<file path="config.mk">
export PLATFORM = sky130hd
export DESIGN_NAME = alu4_dispatch
export DESIGN_NICKNAME = d
export VERILOG_FILES = /design/src/rtl/alu4_pkg.sv /design/src/rtl/alu4_regfile.sv /design/src/rtl/alu4_dispatch.sv
export SDC_FILE = /design/constraint.sdc
export NUM_CORES = 1
export LEC_CHECK = 0
export BUFFER_PORTS_ARGS = -buffer_cell sky130_fd_sc_hd__clkbuf_2
export CORE_UTILIZATION = 49
export CTS_BUF_LIST = sky130_fd_sc_hd__clkbuf_16
export CTS_CLUSTER_SIZE = 28
export DETAILED_ROUTE_END_ITERATION = 8
export HOLD_SLACK_MARGIN = 0.15
export PLACE_DENSITY = 0.75
export RECOVER_POWER = 50
export SETUP_SLACK_MARGIN = 0.4
export SYNTH_ARGS = -nofsm -noshare
export SYNTH_HDL_FRONTEND = slang
export SYNTH_SLANG_ARGS = --single-unit
</file>
<file path="constraint.sdc">
create_clock -name clk -period 1.6 [get_ports clk]
set_input_delay 0.24 -clock clk [delete_from_list [all_inputs] [get_ports clk]]
set_output_delay 0.24 -clock clk [all_outputs]
set_load 0.01 [all_outputs]
</file>
<file path="src/rtl/alu4_pkg.sv">
// alu4_pkg: op encoding, dispatcher FSM states and response flag layout shared by
// alu4_dispatch and its testbench.
package alu4_pkg;

    typedef enum logic [2:0] {
        OP_ADD = 3'd0,
        OP_SUB = 3'd1,
        OP_NOT = 3'd2,
        OP_AND = 3'd3,
        OP_OR  = 3'd4,
        OP_XOR = 3'd5,
        OP_SLT = 3'd6,
        OP_EQ  = 3'd7
    } op_e;

    typedef enum logic [1:0] {
        ST_IDLE = 2'd0,
        ST_EXEC = 2'd1,
        ST_RESP = 2'd2
    } state_e;

    localparam int FLAG_ZERO  = 0;
    localparam int FLAG_OVF   = 1;
    localparam int FLAG_CARRY = 2;
    localparam int FLAG_SIZE  = 3;

    // Compare ops only report through the response; they never retire to a register.
    function automatic logic writes_rf(input op_e op);
        return op != OP_SLT && op != OP_EQ;
    endfunction

endpackage

</file>
<file path="src/rtl/alu4_regfile.sv">
// alu4_regfile: REG_CNT x 4-bit register file, two async read ports, one sync write
// port, r0 hardwired to zero, async active-low clear.
module alu4_regfile #(
    parameter int REG_CNT = 8,
    localparam int AW = $clog2(REG_CNT)
) (
    input  logic          clk,
    input  logic          rst_n,
    input  logic [AW-1:0] addr_a,
    input  logic [AW-1:0] addr_b,
    output logic [3:0]    data_a,
    output logic [3:0]    data_b,
    input  logic          wr_en,
    input  logic [AW-1:0] wr_addr,
    input  logic [3:0]    wr_data
);

    logic [3:0] mem [REG_CNT];

    assign data_a = (addr_a == '0) ? 4'd0 : mem[addr_a];
    assign data_b = (addr_b == '0) ? 4'd0 : mem[addr_b];

    always_ff @(posedge clk or negedge rst_n) begin
        if (!rst_n) begin
            for (int i = 0; i < REG_CNT; i++) mem[i] <= '0;
        end else if (wr_en && wr_addr != '0) begin
            mem[wr_addr] <= wr_data;
        end
    end

endmodule

</file>
<file path="src/rtl/alu4_dispatch.sv">
// alu4_dispatch: command dispatcher for an external 4-bit ALU (IDLE -> EXEC -> RESP).
// Define ALU4_DISPATCH_OVERLAP_EN to accept the next command while the response retires.
module alu4_dispatch
    import alu4_pkg::*;
#(
    parameter int REG_CNT = 8,
    localparam int AW = $clog2(REG_CNT)
) (
    input  logic          clk,
    input  logic          rst_n,
    input  logic          cmd_valid,
    output logic          cmd_ready,
    input  logic [2:0]    cmd_op,
    input  logic [AW-1:0] cmd_rd,
    input  logic [AW-1:0] cmd_rs1,
    input  logic [AW-1:0] cmd_rs2,
    input  logic          cmd_cin,
    output logic [3:0]    alu_a,
    output logic [3:0]    alu_b,
    output logic [2:0]    alu_c,
    output logic          alu_cin,
    input  logic [3:0]    alu_result,
    input  logic          alu_zero,
    input  logic          alu_overflow,
    input  logic          alu_carry,
    input  logic          alu_size,
    output logic          rsp_valid,
    input  logic          rsp_ready,
    output logic [3:0]    rsp_result,
    output logic [3:0]    rsp_flags,
    output logic [AW-1:0] rsp_rd
);

    state_e        state, state_n;
    op_e           op_q;
    logic          live;
    logic          accept;
    logic [AW-1:0] rd_q;
    logic [3:0]    rf_a, rf_b, flags;

    // live keeps cmd_ready low while in reset and for the edge that releases it.
`ifdef ALU4_DISPATCH_OVERLAP_EN
    assign cmd_ready = live && (state == ST_IDLE || (state == ST_RESP && rsp_ready));
`else
    assign cmd_ready = live && state == ST_IDLE;
`endif
    assign accept    = cmd_valid && cmd_ready;
    assign rsp_valid = state == ST_RESP;
    assign alu_c     = op_q;

    always_comb begin
        flags             = '0;
        flags[FLAG_ZERO]  = alu_zero;
        flags[FLAG_OVF]   = alu_overflow;
        flags[FLAG_CARRY] = alu_carry;
        flags[FLAG_SIZE]  = alu_size;
        state_n = (state == ST_EXEC)                ? ST_RESP :
                  accept                            ? ST_EXEC :
                  (state == ST_RESP && !rsp_ready)  ? ST_RESP : ST_IDLE;
    end

    alu4_regfile #(.REG_CNT(REG_CNT)) u_rf (
        .clk     (clk),
        .rst_n   (rst_n),
        .addr_a  (cmd_rs1),
        .addr_b  (cmd_rs2),
        .data_a  (rf_a),
        .data_b  (rf_b),
        .wr_en   (state == ST_EXEC && writes_rf(op_q)),
        .wr_addr (rd_q),
        .wr_data (alu_result)
    );

    always_ff @(posedge clk or negedge rst_n) begin
        if (!rst_n) begin
            state      <= ST_IDLE;
            live       <= 1'b0;
            op_q       <= OP_ADD;
            rd_q       <= '0;
            alu_a      <= '0;
            alu_b      <= '0;
            alu_cin    <= 1'b0;
            rsp_result <= '0;
            rsp_flags  <= '0;
            rsp_rd     <= '0;
        end else begin
            state <= state_n;
            live  <= 1'b1;
            if (accept) begin
                op_q    <= op_e'(cmd_op);
                rd_q    <= cmd_rd;
                alu_a   <= rf_a;
                alu_b   <= rf_b;
                alu_cin <= cmd_cin;
            end
            if (state == ST_EXEC) begin
                rsp_result <= alu_result;
                rsp_flags  <= flags;
                rsp_rd     <= rd_q;
            end
        end
    end

endmodule

</file>
==> impl_results.md <==
* DP Area at 3040 um2
* Yosys warning count at 0
* CP Max Fanout at 4
* Via total after detailed routing at 1905
* Final worst path period need at 1.66 ns
* Slew HR at 49.0%
* Most Crowded Layer GR: met2
* Flop2flop setup slack at -0.06 ns
* Reg2reg start: state[1]
* Start-to-end type of the worst setup path: reg2reg
* Synth top area share at between 50% and 60%
* Num ports at 50
* Die ar. at ~5700 um2
* IO Port Bufs at 49
* Syn_nets at 224
* Global Route met3 Usage at just over 8%
* Worst Min Path Start: cmd_op[0]
* Worst Tran Pin Value at roughly 0.76 ns
* Share of layout cells above drive strength 1 at between 50% and 60%
* # H-tree levels at 3
* Status: finished, violations left
* Fillers at 353
* Core region area at 5170 um2
* Drt via density at 5.51
* Final nets at ~300
* Antenna Cells at 0
* Max Cap Viol at 0
* Placed insts at 315
* Gr ovfl total at 0
* Initial DRC Count at 167
* Drt drc at 0
* GRT Util Overall at 22.9%
* Hold WC Path Type: in2reg
* Final wirelength at slightly below 6000 um
* Total clock buffers created by CTS at 9
* Post-synth top area cell: dfrtp_1
* Final hold slack at 0.153 ns
* Std-Cell Rows at 26
* WP data required at approximately 1.8 ns
* Final period utilization at 104%
* CTS clk-pin slew, worst paths at 0.05 ns
* Area delta synth->final at 35.4%
* Endpoints failing setup at 23
* Max IR drop VDD at 1.05 mV
* Worst Skew at between 0.004 and 0.005 ns
* Final ANT Viol Nets at 0
* RePlAce Congestion at 0.805
* Initial antenna violation count at 0
* Pleak at between 1.5 and 2 nW
* Violated checks: negative setup slack
* Final Instance Count excl. Fillers at 346
* Max Freq at 601 MHz
* Post-route cell area at ~3600 um2
* Final worst slack at -0.0648 ns
* P per Cell Area at 1620 nW/um2
* Starting Density at 51.5%
* Grt met2 use at between 30% and 40%
* RSZ-0062 raised after global routing: yes
* Worst EP arrival at 1.87 ns
* Final Hold Vio Count at 0
* Number of instances in the synthesized netlist at between 150 and 200
* Largest net degree at the start of global routing at 58
* CTS sink cnt at 57
* Clock buffer depth at 2
* Area contributors post-synth: dfrtp_1 53%, mux2_2 19%, mux2i_1 5.6%
* Met1 GRT Util at 31.8%
* Number of global-route vias before repair at 1736
* HPWL after detailed placement at around 3800 um
* Sequential area share after synthesis at 53.5%
* Number of distinct library cells after synthesis at 31
* Pins Over Slew Limit at 0
* CTS Root Cell: clkbuf_16
* Clk_lat worst skew at 0.32 ns
* First-pass iteration count of the detailed router at 4
* Global-route wire length before repair at slightly above 9000 um
* Die width at 75.8 um
* Syn avg cell area at 13.4 um2
* Die H at 75.8 um
* Wire per inst at 17.2 um
* CTS tree: built
* Critical path capture point type: register
* Yosys reg bits at 57
* Cell Area, Synth at 2670 um2
* Critical path startpoint category: register
* Crit. Startpoint: state[1]
[through the flow]
stage | setup WS, ns | total power, mW | utilization, % | TNS, ns
floorplan | -0.0314 | 3.42 | - | -0.239
global placement | 0.0234 | 3.93 | 58.8 | 0
detailed placement | -0.0211 | 4.00 | 58.8 | -0.116
CTS | -0.0252 | 5.74 | 67.4 | -0.109
global route | -0.103 | 6.18 | 69.8 | -1.86
finish | -0.0648 | 5.85 | 69.8 | -0.701
[where the power goes]
group	total [mW]	internal (mW)	switching, mW	leakage (nW)
Clock	1.59	0.993	0.593	0.121
Sequential	2.57	2.03	0.538	0.690
Combinational	1.70	1.04	0.661	0.907
Total	5.85	4.06	1.79	1.72
[final timing paths]
check,endpoint,cells past startpoint
hold reg to reg,alu_a[3],2
setup reg to reg,u_rf.mem[3],6
max in group asynchronous,state[0],3
hold / removal,alu_c[0],2
setup / recovery,u_rf.mem[3],6
min in group asynchronous,rsp_flags[0],3
[flip-flops by register name (all words and copies together) (netlist names)]
| name | count |
|---|---|
| state | 2 |
| alu_b | 4 |
| rd_q | 3 |
| alu_a | 4 |
| live | 1 |
| alu_c | 3 |
| u_rf.mem | 28 |
| rsp_result | 4 |
| rsp_rd | 3 |
| alu_cin | 1 |
| rsp_flags | 4 |
[metal layers]
layer / wire, um / part of all wire, %
met5: 0 / 0
met4: 85 / 1.4
met3: 296 / 5.0
met2: 2880 / 48
met1: 2710 / 45
[Yosys cell counts (all sizes together)]
| cell type | count |
|---|---|
| a221oi | 2 |
| clkbuf | 4 |
| mux4 | 5 |
| nand2 | 15 |
| or2 | 1 |
| inv | 4 |
| nor2b | 4 |
| nor2 | 5 |
| or2b | 1 |
| a211oi | 3 |
| mux2 | 47 |
| mux2i | 15 |
| a211o | 1 |
| o22ai | 3 |
| nor3b | 3 |
| o31ai | 3 |
| nand3b | 3 |
| dfrtp | 57 |
| conb | 1 |
| a311oi | 1 |
| nand2b | 2 |
| buf | 6 |
| o22a | 1 |
| o21ai | 7 |
| nand3 | 2 |
| a21oi | 3 |
[cell families (layout without fill, tap and decap cells)]
kind of cell,after synthesis,in the layout,synth area share (%)
flip-flops,57,57,53.5
other,1,1,0.141
buffers and inverters,14,91,2.58
AND/OR/NAND/NOR,36,36,7.65
multiplexers,67,67,29.7
AO/OA/AOI/OAI,24,24,6.43
[area by class of cell]
class | instances | area, um2 | area share [%]
Timing Repair Buffer | 74 | 522 | 14.4
Sequential cell | 57 | 1430 | 39.6
Inverter | 4 | 20.0 | 0.554
Tap cell | 70 | 87.6 | 2.43
Clock inverter | 4 | 15.0 | 0.416
Multi-Input combinational cell | 128 | 1310 | 36.3
Clock buffer | 9 | 225 | 6.24
[worst max-delay path, cell delays in order, from the launching register on]
cell	delay, ns
dfrtp_1	0.38
nand2b_4	0.16
buf_6	0.12
a211oi_4	0.26
buf_4	0.19
nand3_4	0.10
mux2_4	0.33
[placed cells by master (no fill, tap or decap), drive strengths merged]
cell	n
a221oi	2
o31ai	3
a211o	1
nand2	15
mux4	5
a21oi	3
clkinv	3
mux2	47
o21ai	7
dlygate4sd3	8
or2b	1
conb	1
mux2i	15
clkbuf	57
nor2b	4
a311oi	1
inv	5
nand2b	2
nand3	2
dfrtp	57
or2	1
nand3b	3
o22a	1
o22ai	3
nor2	5
nor3b	3
buf	18
a211oi	3
[repair_timing]
item                                   in CTS  in global routing
setup endpoints to repair                  49                 58
setup buffers                               5                  4
cloned                                      1                  0
hold buffers                                7                  1
gates resized for setup                    17                 33
endpoints found under the hold margin      63                  1
pin swaps                                   1                  3
No activity file was read; power rests on OpenSTA's default activity.
